`src/rtl/edge_pkg.sv`:
```
// Shared constants for the contour point store: frame limits, coordinate
// widths, the {x, y} packing used in edge_positions, and reader FSM encodings.
package edge_pkg;

  // Frame limits; coordinate widths are derived from them.
  localparam int FRAME_W     = 640;
  localparam int FRAME_H     = 480;

  localparam int EDGE_X_W    = $clog2(FRAME_W);  // 10
  localparam int EDGE_Y_W    = $clog2(FRAME_H);  // 9
  localparam int EDGE_ADDR_W = 14;
  localparam int EDGE_PT_W   = EDGE_X_W + EDGE_Y_W;

  // x sits above y in a stored word: {x[18:9], y[8:0]}.
  localparam int X_LSB       = EDGE_Y_W;

  // Reader FSM encodings.
  typedef logic [1:0] state_t;
  localparam state_t ST_IDLE   = 2'd0;
  localparam state_t ST_READ   = 2'd1;
  localparam state_t ST_DRAIN  = 2'd2;
  localparam state_t ST_FINISH = 2'd3;

  // Builds a stored word from a coordinate pair; the tracer writes with this.
  function automatic logic [EDGE_PT_W-1:0] pack_point(input logic [EDGE_X_W-1:0] x,
                                                      input logic [EDGE_Y_W-1:0] y);
    logic [EDGE_PT_W-1:0] w;
    w                       = '0;
    w[X_LSB +: EDGE_X_W]    = x;
    w[EDGE_Y_W-1:0]         = y;
    return w;
  endfunction

endpackage

```
`src/rtl/edge_position_reader_fifo.sv`:
```
// point_fifo: small synchronous FIFO of {last, x, y} entries. The head entry,
// its valid flag and the occupancy count are all held in registers so the
// reader's outputs come straight from flops.
module point_fifo
  import edge_pkg::*;
#(
  parameter  int W     = 20,
  parameter  int DEPTH = 4,
  localparam int PTR_W = $clog2(DEPTH),
  localparam int CNT_W = PTR_W + 1
) (
  input  logic             clk,
  input  logic             rst_n,
  input  logic             push,
  input  logic [W-1:0]     push_data,
  input  logic             pop,
  output logic             head_valid,
  output logic [W-1:0]     head_data,
  output logic [CNT_W-1:0] count
);

  logic [W-1:0]     mem_q [DEPTH];
  logic [PTR_W-1:0] wr_ptr_q, wr_ptr_d;
  logic [PTR_W-1:0] rd_ptr_q, rd_ptr_d;
  logic [PTR_W-1:0] rd_nxt;
  logic [CNT_W-1:0] count_q, count_d;
  logic [W-1:0]     head_q, head_d;
  logic             head_valid_q, head_valid_d;

  assign rd_nxt = rd_ptr_q + 1'b1;

  // Next pointers, count and head entry.
  always_comb begin
    // NOTE: every variable gets a default first so no path can leave it unassigned (no latches).
    wr_ptr_d     = wr_ptr_q + PTR_W'(push);
    rd_ptr_d     = rd_ptr_q + PTR_W'(pop);
    count_d      = count_q + CNT_W'(push) - CNT_W'(pop);
    head_d       = head_q;
    head_valid_d = (count_d != '0);
    // The head only moves when it is consumed or when the FIFO was empty.
    if (pop || (count_q == '0)) begin
      if (count_q == CNT_W'(pop)) begin
        // Empty after this pop: a simultaneous push becomes the new head.
        if (push) head_d = push_data;
      end else begin
        head_d = mem_q[rd_nxt];
      end
    end
  end

  // Storage array: written only, never cleared.
  always_ff @(posedge clk) begin
    // NOTE: the data array has no reset; validity comes from the reset count, and leaving it out keeps it in plain RAM/flops without reset fan-out.
    if (push) mem_q[wr_ptr_q] <= push_data;
  end

  // Pointer, count and head registers.
  always_ff @(posedge clk or negedge rst_n) begin
    // NOTE: sequential state uses non-blocking assignments so every flop samples pre-edge values.
    if (!rst_n) begin
      wr_ptr_q     <= '0;
      rd_ptr_q     <= '0;
      count_q      <= '0;
      head_q       <= '0;
      head_valid_q <= 1'b0;
    end else begin
      wr_ptr_q     <= wr_ptr_d;
      rd_ptr_q     <= rd_ptr_d;
      count_q      <= count_d;
      head_q       <= head_d;
      head_valid_q <= head_valid_d;
    end
  end

  assign head_valid = head_valid_q;
  assign head_data  = head_q;
  assign count      = count_q;

endmodule

```
`src/rtl/edge_position_reader.sv`:
```
// edge_position_reader: streams the packed contour points out of the
// edge_positions BRAM in address order as (x, y) over valid/ready, and keeps
// the bounding box of the points that were accepted downstream.
module edge_position_reader
  import edge_pkg::*;
#(
  parameter int ADDR_W     = EDGE_ADDR_W,
  parameter int X_W        = EDGE_X_W,
  parameter int Y_W        = EDGE_Y_W,
  parameter int FIFO_DEPTH = 4
) (
  input  logic              clk,
  input  logic              rst_n,
  input  logic              start,
  input  logic [ADDR_W-1:0] edge_count,
  output logic              mem_en,
  output logic [ADDR_W-1:0] mem_addr,
  input  logic [X_W+Y_W-1:0] mem_dout,
  output logic              pt_valid,
  input  logic              pt_ready,
  output logic [X_W-1:0]    pt_x,
  output logic [Y_W-1:0]    pt_y,
  output logic              pt_last,
  output logic              busy,
  output logic              done,
  output logic [X_W-1:0]    bbox_x_min,
  output logic [X_W-1:0]    bbox_x_max,
  output logic [Y_W-1:0]    bbox_y_min,
  output logic [Y_W-1:0]    bbox_y_max,
  output logic              bbox_valid
);

  localparam int CNT_W = $clog2(FIFO_DEPTH) + 1;
  localparam int ENT_W = X_W + Y_W + 1;

  state_t            state_q, state_d;
  logic [ADDR_W-1:0] cnt_q, cnt_d;
  logic [ADDR_W-1:0] rd_ptr_q, rd_ptr_d;
  logic              mem_en_q, mem_en_d;
  logic [ADDR_W-1:0] mem_addr_q, mem_addr_d;
  logic              mem_last_q, mem_last_d;
  logic              rd_vld_q;
  logic              rd_last_q;
  logic              busy_q, busy_d;
  logic              done_q, done_d;
  logic              any_acc_q, any_acc_d;
  logic              bbox_valid_q, bbox_valid_d;
  logic [X_W-1:0]    x_min_q, x_min_d, x_max_q, x_max_d;
  logic [Y_W-1:0]    y_min_q, y_min_d, y_max_q, y_max_d;

  logic              fifo_valid;
  logic [ENT_W-1:0]  fifo_head;
  logic [CNT_W-1:0]  fifo_count;
  logic              head_last;
  logic [X_W-1:0]    head_x;
  logic [Y_W-1:0]    head_y;
  logic              pop;
  logic [CNT_W:0]    occ_next;
  logic              room;

  point_fifo #(
    .W     (ENT_W),
    .DEPTH (FIFO_DEPTH)
  ) u_fifo (
    .clk        (clk),
    .rst_n      (rst_n),
    .push       (rd_vld_q),
    .push_data  ({rd_last_q, mem_dout}),
    .pop        (pop),
    .head_valid (fifo_valid),
    .head_data  (fifo_head),
    .count      (fifo_count)
  );

  assign {head_last, head_x, head_y} = fifo_head;
  assign pop = fifo_valid && pt_ready;

  // Slots spoken for after this edge: FIFO contents plus both read stages.
  // A new read may issue only if that still leaves a free slot.
  assign occ_next = {1'b0, fifo_count} + (CNT_W+1)'(rd_vld_q)
                  + (CNT_W+1)'(mem_en_q) - (CNT_W+1)'(pop);
  assign room     = occ_next < (CNT_W+1)'(FIFO_DEPTH);

  // Control FSM, read issue and bounding-box tracking.
  always_comb begin
    state_d      = state_q;
    cnt_d        = cnt_q;
    rd_ptr_d     = rd_ptr_q;
    mem_en_d     = 1'b0;
    mem_addr_d   = mem_addr_q;
    mem_last_d   = 1'b0;
    busy_d       = busy_q;
    done_d       = 1'b0;
    any_acc_d    = any_acc_q;
    bbox_valid_d = bbox_valid_q;
    x_min_d      = x_min_q;
    x_max_d      = x_max_q;
    y_min_d      = y_min_q;
    y_max_d      = y_max_q;

    // Only points that actually left through the handshake widen the box.
    if (pop) begin
      any_acc_d = 1'b1;
      if (head_x < x_min_q) x_min_d = head_x;
      if (head_x > x_max_q) x_max_d = head_x;
      if (head_y < y_min_q) y_min_d = head_y;
      if (head_y > y_max_q) y_max_d = head_y;
    end

    case (state_q)
      ST_IDLE: begin
        if (start) begin
          busy_d       = 1'b1;
          cnt_d        = edge_count;
          any_acc_d    = 1'b0;
          bbox_valid_d = 1'b0;
          x_min_d      = '1;
          x_max_d      = '0;
          y_min_d      = '1;
          y_max_d      = '0;
          if (edge_count == '0) begin
            state_d = ST_FINISH;
          end else begin
            // Address 0 goes out right away so data is back two cycles later.
            state_d    = ST_READ;
            mem_en_d   = 1'b1;
            mem_addr_d = '0;
            mem_last_d = (edge_count == ADDR_W'(1));
            rd_ptr_d   = ADDR_W'(1);
          end
        end
      end
      ST_READ: begin
        if (rd_ptr_q == cnt_q) begin
          state_d = ST_DRAIN;
        end else if (room) begin
          mem_en_d   = 1'b1;
          mem_addr_d = rd_ptr_q;
          mem_last_d = (rd_ptr_q == cnt_q - ADDR_W'(1));
          rd_ptr_d   = rd_ptr_q + ADDR_W'(1);
          if (rd_ptr_q == cnt_q - ADDR_W'(1)) state_d = ST_DRAIN;
        end
      end
      ST_DRAIN: begin
        // Finished once nothing remains buffered or in flight after this edge.
        if (occ_next == '0) begin
          state_d      = ST_FINISH;
          done_d       = 1'b1;
          busy_d       = 1'b0;
          bbox_valid_d = any_acc_d;
        end
      end
      ST_FINISH: begin
        // Entered with done already raised from DRAIN, or fresh from an empty
        // run, in which case done is raised here first.
        if (done_q) begin
          state_d = ST_IDLE;
        end else begin
          done_d       = 1'b1;
          busy_d       = 1'b0;
          bbox_valid_d = any_acc_q;
        end
      end
      default: state_d = ST_IDLE;
    endcase
  end

  // Control, read pipeline and bounding-box registers.
  always_ff @(posedge clk or negedge rst_n) begin
    if (!rst_n) begin
      state_q      <= ST_IDLE;
      cnt_q        <= '0;
      rd_ptr_q     <= '0;
      mem_en_q     <= 1'b0;
      mem_addr_q   <= '0;
      mem_last_q   <= 1'b0;
      rd_vld_q     <= 1'b0;
      rd_last_q    <= 1'b0;
      busy_q       <= 1'b0;
      done_q       <= 1'b0;
      any_acc_q    <= 1'b0;
      bbox_valid_q <= 1'b0;
      x_min_q      <= '0;
      x_max_q      <= '0;
      y_min_q      <= '0;
      y_max_q      <= '0;
    end else begin
      state_q      <= state_d;
      cnt_q        <= cnt_d;
      rd_ptr_q     <= rd_ptr_d;
      mem_en_q     <= mem_en_d;
      mem_addr_q   <= mem_addr_d;
      mem_last_q   <= mem_last_d;
      rd_vld_q     <= mem_en_q;
      rd_last_q    <= mem_last_q;
      busy_q       <= busy_d;
      done_q       <= done_d;
      any_acc_q    <= any_acc_d;
      bbox_valid_q <= bbox_valid_d;
      x_min_q      <= x_min_d;
      x_max_q      <= x_max_d;
      y_min_q      <= y_min_d;
      y_max_q      <= y_max_d;
    end
  end

  assign mem_en     = mem_en_q;
  assign mem_addr   = mem_addr_q;
  assign pt_valid   = fifo_valid;
  assign pt_x       = head_x;
  assign pt_y       = head_y;
  assign pt_last    = head_last;
  assign busy       = busy_q;
  assign done       = done_q;
  assign bbox_x_min = x_min_q;
  assign bbox_x_max = x_max_q;
  assign bbox_y_min = y_min_q;
  assign bbox_y_max = y_max_q;
  assign bbox_valid = bbox_valid_q;

endmodule

```
`config.mk`:
```
export PLATFORM = sky130hd
export DESIGN_NAME = edge_position_reader
export DESIGN_NICKNAME = d
export VERILOG_FILES = /design/src/rtl/edge_pkg.sv /design/src/rtl/edge_position_reader_fifo.sv /design/src/rtl/edge_position_reader.sv
export SDC_FILE = /design/constraint.sdc
export NUM_CORES = 1
export LEC_CHECK = 0
export CAP_MARGIN = 30
export CORE_ASPECT_RATIO = 0.75
export CORE_UTILIZATION = 50
export CTS_BUF_LIST = sky130_fd_sc_hd__clkbuf_2
export DETAILED_ROUTE_END_ITERATION = 6
export HOLD_SLACK_MARGIN = 0.15
export PLACE_DENSITY = 0.81
export SYNTH_ARGS = -nofsm -noshare
export SYNTH_HDL_FRONTEND = slang
export SYNTH_SLANG_ARGS = --single-unit
```
`constraint.sdc`:
```
create_clock -name clk -period 3.1 [get_ports clk]
set_clock_uncertainty 0.1 [all_clocks]
set_input_delay 0.62 -clock clk [delete_from_list [all_inputs] [get_ports clk]]
set_output_delay 0.62 -clock clk [all_outputs]
set_load 0.005 [all_outputs]
```
; Word-level counts from Yosys, hierarchy flattened
; Memory sizes are Yosys's and may differ from the RTL's.
; Cells that the tools add are included.
[totals]
ff_bits = 118
ramBits = 80
mem_count = 1
[mem_list]
columns = memory, words, width, read_ports, rd_ports_with_merged_regs, write_ports, line_no
row1 = u_fifo.mem_q, 4, 20, 1, 0, 1, edge_position_reader_fifo.sv:22  ; logic [W-1:0] mem_q [DEPTH];
[op_classes]
add_sub_neg = 10
order_cmp = 5
n_eq_ne = 17
n_mux = 62
n_reduce_logical = 14
[op_table]
columns = cell, count
row1 = 14-bit 2-to-1 mux, 8
row2 = 10-bit 2-to-1 mux, 8
row3 = 9-bit 2-to-1 mux, 8
row4 = 14-bit case mux with 2 select lines, 2
row5 = 20-bit 2-to-1 mux, 2
row6 = 14-bit equality test, 2
row7 = 1-bit 2-to-1 mux, 21
row8 = 2-bit inequality test (second input constant), 8
row9 = 14-bit by 1-bit adder with 14-bit output (second input constant), 1
row10 = 14-bit by 1-bit equality test with 1-bit output (second input constant), 1
row11 = 14-bit zero test, 1
row12 = 2-bit 2-to-1 mux, 7
row13 = 14-bit by 1-bit subtractor with 14-bit output (second input constant), 1
row14 = 10-bit greater-than comparator, 1
row15 = 10-bit less-than comparator, 1
row16 = 5-bit AND reduction, 2
row17 = 9-bit greater-than comparator, 1
row18 = 9-bit less-than comparator, 1
row19 = 2-bit case mux with 4 select lines, 1
row20 = 3-bit inequality test (second input constant), 2
row21 = 1-bit case mux with 2 select lines, 3
row22 = 1-bit case mux with 3 select lines, 2
row23 = 3-bit nonzero test, 2
row24 = 2-bit by 1-bit adder with 2-bit output, 2
row25 = 18 further kinds, 20

; Logic depth before layout (Yosys ltp)
[depth]
word_depth = 7
ltp_mapped = 13
depth_no_buf = 12

; Cells and area by module
; Synthesis repeated with hierarchy kept, for this count alone.
[unflattened]
hier_cells = 801
hier_area_um2 = 9658.0
[by_module_without_submodules]
columns = module, n_inst, cells_per_inst, area_each_um2, seq_area_each_um2
row1 = edge_position_reader, 1, 596, 5511.5, 2252.2
row2 = point_fifo, 1, 205, 4146.5, 3103.0

; Worst setup path after synthesis
; OpenSTA, ideal clock, no wires.
[synth_timing]
path_type = input -> register
start = in pt_ready
end = reg rd_ptr_q[6]
arrival_time_ns = 3.217
t_required_ns = 2.922
setup_slack_ns = -0.295
path_stages = 13
n_path_buf = 1
cell_sequence = nand2_1 inv_1 ha_1 inv_1 ha_1 nor2b_1 or4_1 a31oi_1 a21oi_1 o21ai_1 clkbuf_1 o21ai_0 a21oi_1
[synth_via]
elab_chain_len = 5
[synth_lines]
columns = item, line_no
row1 = start: declaration, edge_position_reader.sv:20  ; input logic pt_ready,
row2 = 1-bit logical AND, edge_position_reader.sv:76  ; assign pop = fifo_valid && pt_ready;
row3 = 4-bit by 1-bit subtractor with 4-bit output, edge_position_reader.sv:81  ; + (CNT_W+1)'(mem_en_q) - (CNT_W+1)'(pop);
row4 = 4-bit by 3-bit less-than comparator with 1-bit output, edge_position_reader.sv:82  ; assign room = occ_next < (CNT_W+1)'(FIFO_DEPTH);
row5 = 2-bit inequality test (no line), n/a
row6 = 5-bit AND reduction (no line), n/a
row7 = end signal: assignment, edge_position_reader.sv:190  ; rd_ptr_q <= rd_ptr_d;
row8 = end: declaration, edge_position_reader.sv:38  ; logic [ADDR_W-1:0] rd_ptr_q, rd_ptr_d;
; No other way between the ends.
; A chain may end at the register's enable or synchronous reset.

; Worst setup path after layout
[layout_timing]
start = reg cnt_q[2]
end = reg state_q[0]
[layout_via]
elab_chain_len = 4
elab_cells_between_ends = 8
cone_classes = 1 x add/sub / 4 x eq/ne / 2 x mux / 1 x reduce/logical
[layout_lines]
columns = item, line_no
row1 = start: declaration, edge_position_reader.sv:37  ; logic [ADDR_W-1:0] cnt_q, cnt_d;
row2 = start signal: assignment, edge_position_reader.sv:189  ; cnt_q <= cnt_d;
row3 = 14-bit by 1-bit subtractor with 14-bit output, edge_position_reader.sv:141  ; if (rd_ptr_q == cnt_q - ADDR_W'(1)) state_d = ST_DRAIN;
row4 = 14-bit equality test, edge_position_reader.sv:141
row5 = 3-bit inequality test (no line), n/a
row6 = 5-bit AND reduction (no line), n/a
row7 = end signal: assignment, edge_position_reader.sv:188  ; state_q <= state_d;
row8 = end: declaration, edge_position_reader.sv:36  ; state_t state_q, state_d;
; Several ways; a longest one is shown, not always the timed one.

==> impl_metrics.env <==
export IMPL_groute_usage_overall=0.234
export IMPL_maxCapViolCount=0
export IMPL_worst_ep_required_time_ns=3.81
export IMPL_globalplace_congestion=0.918
export IMPL_via_count=7134
export IMPL_drcViolationCount=0
export IMPL_routedWlPerCell_um=18.1
export IMPL_yosysTopAreaCellShare=0.303
export IMPL_syn_inst=833
export IMPL_yosysUniqueCellTypes=61
export IMPL_synth_async_reset_ratio=0.596
export IMPL_grt_pass1_vias=6793
export IMPL_power_density_mw_per_mm2=967
export IMPL_use_met1=0.340
export IMPL_finalSetupTns_ns=0
export IMPL_cp_arrival_ns=3.75
export IMPL_via_per_inst=5.72
export IMPL_busiest_layer="met2"
export IMPL_layout_setup_ws_ns=0.0668
export IMPL_leakagePower_nw=4.91
export IMPL_dp_cells=1200
export IMPL_period_minus_slack_ns=3.03
export IMPL_grt_max_degree=51
export IMPL_root_buffer="clkbuf_2"
export IMPL_antenna_found_initial=0
export IMPL_layout_common_cells="dfrtp_1, clkdlybuf4s50_1, nand2_1, edfxtp_1, inv_1"
export IMPL_clk_path_buf_depth=2
export IMPL_portBuffers=113
export IMPL_grt_use_met2=0.346
export IMPL_critPathKind="flop to flop"
export IMPL_core_area_mm2=0.0188
export IMPL_path_clk_slew_ns=0.36
export IMPL_place_ws_ns=-0.582
export IMPL_ys_warn_count=0
export IMPL_cp_start_kind="flop"
export IMPL_postRouteAntennaNets=0
export IMPL_die_area_mm2=0.0201
export IMPL_hold_viol=0
export IMPL_drt_initial_drc_count=715
export IMPL_finalSetupViolCount=0
export IMPL_critPathMaxStageDelay_ns=0.60
export IMPL_layout_commonest_cell="dfrtp_1"
export IMPL_synth_edff_count=80
export IMPL_ys_seq_area_frac=0.549
export IMPL_num_rows=43
export IMPL_htree_levels=4
export IMPL_syn_avg_cell_area_um2=11.7
export IMPL_use_met3=0.0517
export IMPL_grt_pass1_wl_um=35800
export IMPL_wirelength_um=22600
export IMPL_drive_gt1_frac=0.127
export IMPL_syn_area_mm2=0.00976
export IMPL_area_delta_synth_final_pct=22.6
export IMPL_worstMarginPinSlew_ns=0.880
export IMPL_pin_count=114
export IMPL_initial_utilization=0.520
export IMPL_gr_total_overflow=0
export IMPL_hpwl_um=16000
export IMPL_crit_family="simple AND/OR/NAND/NOR gates"
export IMPL_die_w_um=163
export IMPL_die_height_um=123
export IMPL_cts_tree="yes"
export IMPL_max_slew_margin=0.413
export IMPL_synth_ff_type="dfrtp_1"
export IMPL_ys_ff_latch=198
export IMPL_syn_nets=923
export IMPL_status="complete, no violations"
export IMPL_finalCritPeriodShare=0.978
export IMPL_clock_latency_ns=0.84
export IMPL_clock_sinks=198
export IMPL_end_kind="flop"
export IMPL_drv_slew=0
export IMPL_fmax_mhz=330
export IMPL_crit_buf_inv=0
export IMPL_layout_cells_non_filler=1247
export IMPL_rsz0062_at_grt="yes"
export IMPL_cp_cell_sequence="or4_4, nor4_4, or4b_1, and4_4, a2111o_1, or4_1, nand3_1"
export IMPL_synth_area_top_cells="dfrtp_1, edfxtp_1, ha_1"
export IMPL_final_nets=1076
export IMPL_first_pass_iters=5
export IMPL_hold_class="input port to flop"
export IMPL_worstPathMaxFanout=4
export IMPL_numCtsBuffers=17
export IMPL_synth_top_area_cell="dfrtp_1"
export IMPL_critPathSlowestCell="or4_4"
export IMPL_ir_drop_mv=0.464
cell families (layout without fill, tap and decap cells):
group	Yosys count	count (layout)	share of synthesized area
xor gates and xnor gates	25	25	0.0224
and+or+nand+nor	223	223	0.113
other	0	1	0
adders and majority gates	53	53	0.0703
muxes	56	56	0.0831
buffers and inverters	95	261	0.0374
DFF	198	198	0.549
AOI/OAI and AO/OA	183	183	0.125
routing by layer:
layer  up-vias  wire length, µm
met5         -                0
met4         0              481
met3        37             1360
met2       239             9940
met1      3481            10800
li1       3377                -
cell type report:
| type | count | area [µm²] |
|---|---|---|
| Fill cell | 1401 | 6820 |
| Clock buffer | 17 | 85.1 |
| Sequential cell | 198 | 5360 |
| Multi-Input combinational cell | 540 | 4170 |
| Tap cell | 247 | 309 |
| Inverter | 63 | 236 |
| Antenna cell | 1 | 2.50 |
| Clock inverter | 15 | 206 |
| Timing Repair Buffer | 166 | 1600 |
worst min-delay path, stage by stage:
cell and delay (ns):
clkdlybuf4s50_1 0.43, nand2_1 0.07, nand2_1 0.05
cell usage after synthesis, types with 4 or more instances:
| master | n |
|---|---|
| xor2_1 | 13 |
| mux4_2 | 20 |
| ha_1 | 50 |
| mux2i_1 | 36 |
| o21a_1 | 9 |
| nor2_1 | 39 |
| a22o_1 | 15 |
| a21oi_1 | 29 |
| inv_1 | 63 |
| or3_1 | 4 |
| o211ai_1 | 37 |
| and4_1 | 4 |
| clkbuf_1 | 25 |
| o21ai_1 | 7 |
| nor3_1 | 10 |
| edfxtp_1 | 80 |
| nor4_1 | 7 |
| o21ai_0 | 44 |
| nand2_1 | 90 |
| o31ai_1 | 6 |
| or4_1 | 8 |
| xnor2_1 | 12 |
| buf_1 | 5 |
| nand2b_1 | 6 |
| nor2b_1 | 8 |
| dfrtp_1 | 118 |
| nand3_1 | 21 |
| a21o_1 | 10 |
| a211oi_1 | 4 |
| nand4_1 | 8 |
state kept, by name, summed over array words and instances (netlist names):
name and cells:
any_acc_q 1, bbox_y_min 9, u_fifo.wr_ptr_q 2, mem_last_q 1, bbox_y_max 9, done 1
u_fifo.mem_q 80, u_fifo.head_data 20, bbox_valid 1, bbox_x_max 10, cnt_q 14, state_q 2
u_fifo.rd_ptr_q 2, busy 1, u_fifo.count 3, rd_last_q 1, rd_ptr_q 14, mem_addr 14
rd_vld_q 1, bbox_x_min 10, u_fifo.head_valid 1, mem_en 1
metrics by stage:
| stage | utilization | area [µm²] | hold WS [ns] | power (W) |
|---|---|---|---|---|
| 2_1_floorplan | - | 9800 | 0.224 | 0.00771 |
| 3_3_place_gp | 0.611 | 11500 | 0.246 | 0.00975 |
| 3_5_place_dp | 0.611 | 11500 | 0.244 | 0.00997 |
| 4_1_cts | 0.629 | 11800 | 0.151 | 0.0114 |
| 5_1_grt | 0.637 | 12000 | 0.162 | 0.0124 |
| 6_report | 0.637 | 12000 | 0.225 | 0.0116 |
where the power goes:
group / switching (W) / leakage (nW) / internal, W
registers: 0.000804 / 2.21 / 0.00347
logic: 0.00301 / 2.53 / 0.00284
clock network: 0.00111 / 0.169 / 0.000334
worst paths after layout:
| check | endpoint | start | cells past startpoint | slack, ns |
|---|---|---|---|---|
| worst min-delay path | cnt_q[6]$_DFFE_PN0P_ | edge_count[6] | 3 | 0.23 |
| worst max-delay path | state_q[0]$_DFFE_PN0P_ | cnt_q[2]$_DFFE_PN0P_ | 7 | 0.07 |
| min in group asynchronous | cnt_q[12]$_DFFE_PN0P_ | rst_n | 3 | 0.72 |
| worst min register to register | rd_last_q$_DFF_PN0_ | mem_last_q$_DFF_PN0_ | 0 | 0.30 |
| max in group asynchronous | bbox_y_max[4]$_DFF_PN0_ | rst_n | 4 | 1.40 |
| worst max register to register | state_q[0]$_DFFE_PN0P_ | cnt_q[2]$_DFFE_PN0P_ | 7 | 0.07 |
what timing repair did:
item                                    4_1_cts  5_1_grt
endpoints found under the setup margin        4        8
gates resized for setup                       2       13
pin swaps                                     0        6
buffers inserted                              1        4
hold buffers                                  3        6
hold endpoints to repair                    101        9
No activity file was read; power rests on OpenSTA's default activity.
